==> config.mk <==
export PLATFORM = sky130hd
export DESIGN_NAME = mult8_seq
export DESIGN_NICKNAME = d
export VERILOG_FILES = /design/src/rtl/mult_pkg.sv /design/src/rtl/op_fifo.sv /design/src/rtl/mult8_seq.sv
export SDC_FILE = /design/constraint.sdc
export NUM_CORES = 1
export LEC_CHECK = 0
export ABC_CLOCK_PERIOD_IN_PS = 6350
export BUFFER_PORTS_ARGS = -buffer_cell sky130_fd_sc_hd__clkbuf_2
export CORE_MARGIN = 3
export CORE_UTILIZATION = 40
export DETAILED_ROUTE_END_ITERATION = 6
export PLACE_DENSITY = 0.57
export SLEW_MARGIN = 40
export SYNTH_ARGS = -nofsm -noshare
export SYNTH_HDL_FRONTEND = slang
export SYNTH_SLANG_ARGS = --single-unit
==> constraint.sdc <==
create_clock -name clk -period 6.35 [get_ports clk]
set_input_delay 0.9525 -clock clk [delete_from_list [all_inputs] [get_ports clk]]
set_output_delay 0.9525 -clock clk [all_outputs]
set_load 0.02 [all_outputs]
==> src/rtl/mult_pkg.sv <==
// Shared types and defaults for the mult8_seq multiplier front-end.
package mult_pkg;

  localparam int OP_W            = 8;
  localparam int DEFAULT_DEPTH   = 4;
  localparam int DEFAULT_TIMEOUT = 31;

  typedef enum logic [1:0] {
    IDLE  = 2'd0,
    START = 2'd1,
    WAIT  = 2'd2,
    OUT   = 2'd3
  } seq_state_t;

endpackage

==> src/rtl/op_fifo.sv <==
// Synchronous operand FIFO holding {a,b} pairs; no bypass, refuses push when full.
module op_fifo
  import mult_pkg::*;
#(
  parameter int DEPTH = DEFAULT_DEPTH,
  parameter int WIDTH = 2 * OP_W,
  localparam int PTR_W = $clog2(DEPTH),
  localparam int CNT_W = PTR_W + 1
) (
  input  logic             clk,
  input  logic             rst_n,
  input  logic             push,
  input  logic             pop,
  input  logic [WIDTH-1:0] wr_data,
  output logic [WIDTH-1:0] rd_data,
  output logic             full,
  output logic             empty,
  output logic [CNT_W-1:0] count
);

  logic [WIDTH-1:0] mem [DEPTH];
  logic [PTR_W-1:0] wr_ptr;
  logic [PTR_W-1:0] rd_ptr;
  logic             do_push;
  logic             do_pop;

  assign full    = (count == CNT_W'(DEPTH));
  assign empty   = (count == '0);
  assign do_push = push && !full;
  assign do_pop  = pop && !empty;
  assign rd_data = mem[rd_ptr];

  // Storage array: data only, never reset.
  always_ff @(posedge clk) begin
    if (do_push) begin
      mem[wr_ptr] <= wr_data;
    end
  end

  // Pointers and occupancy; DEPTH is a power of two so pointers wrap naturally.
  always_ff @(posedge clk or negedge rst_n) begin
    if (!rst_n) begin
      wr_ptr <= '0;
      rd_ptr <= '0;
      count  <= '0;
    end else begin
      if (do_push) begin
        wr_ptr <= wr_ptr + PTR_W'(1);
      end
      if (do_pop) begin
        rd_ptr <= rd_ptr + PTR_W'(1);
      end
      case ({do_push, do_pop})
        2'b10:   count <= count + CNT_W'(1);
        2'b01:   count <= count - CNT_W'(1);
        default: count <= count;
      endcase
    end
  end

endmodule

==> src/rtl/mult8_seq.sv <==
// Sequencer in front of the iterative 8-bit multiplier: queues operand pairs,
// runs one multiply at a time, and hands back products (or timeout aborts).
module mult8_seq
  import mult_pkg::*;
#(
  parameter int DEPTH   = DEFAULT_DEPTH,
  parameter int TIMEOUT = DEFAULT_TIMEOUT
) (
  input  logic            clk,
  input  logic            rst_n,
  input  logic            in_valid,
  output logic            in_ready,
  input  logic [OP_W-1:0] in_a,
  input  logic [OP_W-1:0] in_b,
  output logic            mul_start,
  output logic [OP_W-1:0] mul_a,
  output logic [OP_W-1:0] mul_b,
  input  logic            mul_done,
  input  logic [OP_W-1:0] mul_product,
  output logic            res_valid,
  input  logic            res_ready,
  output logic [OP_W-1:0] res_product,
  output logic            res_err,
  output logic            busy
);

  localparam int TMO_W = $clog2(TIMEOUT + 1);
  localparam int CNT_W = $clog2(DEPTH) + 1;

  seq_state_t        state;
  logic [TMO_W-1:0]  tmo_cnt;
  logic [TMO_W-1:0]  tmo_next;
  logic [2*OP_W-1:0] head;
  logic              fifo_full;
  logic              fifo_empty;
  logic [CNT_W-1:0]  fifo_count;
  logic              pop;

  assign pop      = (state == IDLE) && !fifo_empty;
  assign in_ready = !fifo_full;
  assign busy     = (state != IDLE) || (fifo_count != '0);
  assign tmo_next = tmo_cnt + TMO_W'(1);

  op_fifo #(
    .DEPTH (DEPTH),
    .WIDTH (2 * OP_W)
  ) u_fifo (
    .clk     (clk),
    .rst_n   (rst_n),
    .push    (in_valid),
    .pop     (pop),
    .wr_data ({in_a, in_b}),
    .rd_data (head),
    .full    (fifo_full),
    .empty   (fifo_empty),
    .count   (fifo_count)
  );

  // Operation FSM with registered multiplier drive, timeout counter and result register.
  // mul_done is not looked at in START: it may still be high from the previous product.
  always_ff @(posedge clk or negedge rst_n) begin
    if (!rst_n) begin
      state       <= IDLE;
      mul_start   <= 1'b0;
      mul_a       <= '0;
      mul_b       <= '0;
      res_valid   <= 1'b0;
      res_product <= '0;
      res_err     <= 1'b0;
      tmo_cnt     <= '0;
    end else begin
      mul_start <= 1'b0;
      case (state)
        IDLE: begin
          if (!fifo_empty) begin
            mul_a     <= head[2*OP_W-1:OP_W];
            mul_b     <= head[OP_W-1:0];
            mul_start <= 1'b1;
            state     <= START;
          end
        end
        START: begin
          state <= WAIT;
        end
        WAIT: begin
          tmo_cnt <= tmo_next;
          if (mul_done) begin
            res_product <= mul_product;
            res_err     <= 1'b0;
            res_valid   <= 1'b1;
            state       <= OUT;
          end else if (tmo_next == TMO_W'(TIMEOUT)) begin
            res_product <= '0;
            res_err     <= 1'b1;
            res_valid   <= 1'b1;
            state       <= OUT;
          end
        end
        OUT: begin
          if (res_ready) begin
            res_valid <= 1'b0;
            tmo_cnt   <= '0;
            state     <= IDLE;
          end
        end
        default: begin
          state <= IDLE;
        end
      endcase
    end
  end

endmodule

==> impl_metrics.csv <==
group,metric,value,unit
critical_path,worst_setup_path_end_kind,"primary output",
cts,post_cts_resized,0,
drt,drtIter0Drc,77,
timing,finalSetupViolations,0,
drt,vias,2167,
job,maxCapViolations,0,
cts,cts_sinks,105,
pwr,leakagePower,1.91,nW
yosys,synth.avg_cell_area,17.6,um^2
yosys,synth.top_cell.area_share,0.458,
drt,drc,0,
critical_path,slowest_delay,0.41,ns
critical_path,cp.arrival,1.44,ns
finish,final_cell_mix,"edfxtp_1, clkbuf_2, dfrtp_1",
min_path,hold_class,"register to register",
yosys,ys_types,37,
finish,syn_to_final_growth,14.8,%
yosys,synthXorXnorAreaFrac,0.0146,
timing,layout_worst_path_cycle_share,0.376,
drt,drt-total-wl,7010,um
place,dpl-instance-area,4640,um^2
cts,worstSkewPairLatency,0.35,ns
place,placed_cells,424,
die,coreArea,10000,um^2
critical_path,crit_family,"simple AND/OR/NAND/NOR gates",
yosys,yosys.area.top_type,"edfxtp_1",
timing,whs,0.506,ns
yosys,synth_fa_ha_area_frac,0.0375,
pwr,peakVddDrop,0.213,mV
cts,path_clk_slew,0.09,ns
die,fp.dieArea,11800,um^2
global_routing,grt_pass1_wl,11400,um
global_routing,grt_pass1_vias,2221,
drt,ant_nets,0,
finish,final_common_cell,"edfxtp_1",
critical_path,crit_fanout,3,
pwr,p_sw,0.784,mW
yosys,mappedNetlistArea,4200,um^2
timing,finalHoldViolCount,0,
yosys,synth_edf_count,64,
place,portBuffers,57,
global_routing,antenna_found_initial,0,
timing,slew_headroom,0.488,
critical_path,critPathSlowestCell,"dfrtp_1",
critical_path,cp-start-kind,"register",
yosys,synthSimpleGateAreaFrac,0.0387,
global_routing,grt_usage,0.131,
critical_path,cp.required,5.40,ns
pwr,clkPwrFrac,0.166,
yosys,yosys_warnings,0,
finish,drive_gt1_frac,0.381,
die,initial_core_util,0.420,
cts,cts_setup_buffers,0,
finish,fillCellCount,885,
timing,fmax,0.419,GHz
pwr,seqPwrFrac,0.473,
die,die_x,108,um
die,die_h,108,um
finish,nets,343,
yosys,ys_top_cells_by_area,"edfxtp_1, dfrtp_1, mux4_2",
finish,utilization,0.482,
die,num_rows,36,
yosys,synth_top_family_by_area,"multiplexers",
yosys,synthMuxAreaShare,0.134,
run_status,status,"finished, final reports clean",
yosys,yosysSeqAreaShare,0.702,
cts,hold_buffers,0,
drt,routedWlPerCell,15.9,um
timing,tns,0,ns
pwr,power_frac_comb,0.361,
yosys,synthFlopType,"edfxtp_1",
finish,final_cells,440,
finish,postLayoutCellArea,4820,um^2
place,routabilityCongestion,0.727,
yosys,async_flop_share,0.390,
timing,setup_slack,3.96,ns
cts,numCtsBuffers,9,
pwr,powerDensity,469,nW/um^2
cts,cts_buffer_depth,2,
pwr,total_power,2.26,mW
yosys,synthesis.nets,279,
cts,cts_tree,"done",
drt,drt-vias-per-instance,4.93,
critical_path,path_buf_inv,1,
yosys,netlist_instances,238,
cts,h-tree-depth,3,
drt,first_pass_iters,4,
die,num_io_pins,58,
timing,worstMarginPinSlew,0.768,ns
global_routing,grt.overflow.total,0,
critical_path,criticalPathCategory,"register to primary output",
timing,skew,0.00820,ns
timing,finalCriticalPeriod,2.39,ns
pwr,p_sw_frac,0.347,
place,dpl.hpwl,4560,um
global_routing,grt_start_max_net_pins,42,
yosys,synth_compound_area_frac,0.0536,
yosys,synth_seq_cells,105,
pwr,p_int,1.47,mW
place,dp_slack,3.92,ns
timing,rsz0062_at_grt,"no",
finish,n_antenna_cell,0,
cts,ctsRootBufferMaster,"clkbuf_8",
timing,report.final.slew_viol_count,0,
critical_path,path_cells,"nor3_1 > nand2_1 > clkbuf_2",
==> area by class of cell <==
cell class,count,area [um^2],share of cell area
Sequential cell,105,2950,0.612
Clock inverter,5,38.8,0.00805
Inverter,11,41.3,0.00857
Tap cell,133,166,0.0345
Multi-Input combinational cell,115,1180,0.244
Timing Repair Buffer,60,308,0.0639
Clock buffer,11,141,0.0293
==> final timing paths <==
kind | end | depth (start not counted) | slack (ns) | startpoint
setup / recovery | busy | 3 | 3.96 | u_fifo.count[1]
hold / removal | res_product[1] | 1 | 0.51 | res_product[1]
setup reg to reg | u_fifo.count[2] | 10 | 4.03 | state[0]
hold reg to reg | res_product[1] | 1 | 0.51 | res_product[1]
max in group asynchronous | u_fifo.rd_ptr[0] | 2 | 5.29 | rst_n
min in group asynchronous | mul_a[5] | 2 | 0.68 | rst_n
==> power by group through the flow <==
stage / registers (mW) / logic [mW] / clock network (mW)
2_1_floorplan: 1.14 / 0.538 / 0
3_3_place_gp: 1.08 / 0.820 / 0
3_5_place_dp: 1.09 / 0.832 / 0
4_1_cts: 1.07 / 0.836 / 0.389
5_1_grt: 1.10 / 0.906 / 0.423
6_report: 1.07 / 0.816 / 0.375
==> kinds of logic after synthesis <==
group | after synthesis
DFF | 105
muxes | 34
and+or+nand+nor | 34
AOI/OAI and AO/OA | 28
buffers and inverters | 18
adders and majority gates | 12
xor gates and xnor gates | 7
==> cells in the mapped netlist (all sizes together) (3+ instances only) <==
cell	count
dfrtp	41
nand2	15
mux2	17
xor2	4
inv	11
edfxtp	64
o31ai	3
buf	6
nand3	3
mux4	16
a22o	8
o21ai	9
xnor2	3
ha	11
and3	4
a21oi	3
nor2	4
nor3	3
==> layer usage <==
layer  wire length [um]  share of wire  up-vias  track usage
met2               3250           0.46       55        0.196
met1               3360           0.48     1084        0.184
li1                   -              -     1026            -
met3                366          0.052        2       0.0400
met5                  0              0        -            0
met4                 38         0.0054        0       0.0460
==> registers in the layout, indices dropped and copies added (netlist names), 2 cells and up <==
register,cells
state,2
u_fifo.wr_ptr,2
mul_a,8
res_product,8
u_fifo.count,3
tmo_cnt,5
mul_b,8
u_fifo.mem,64
u_fifo.rd_ptr,2
No activity file was read; power rests on OpenSTA's default activity.
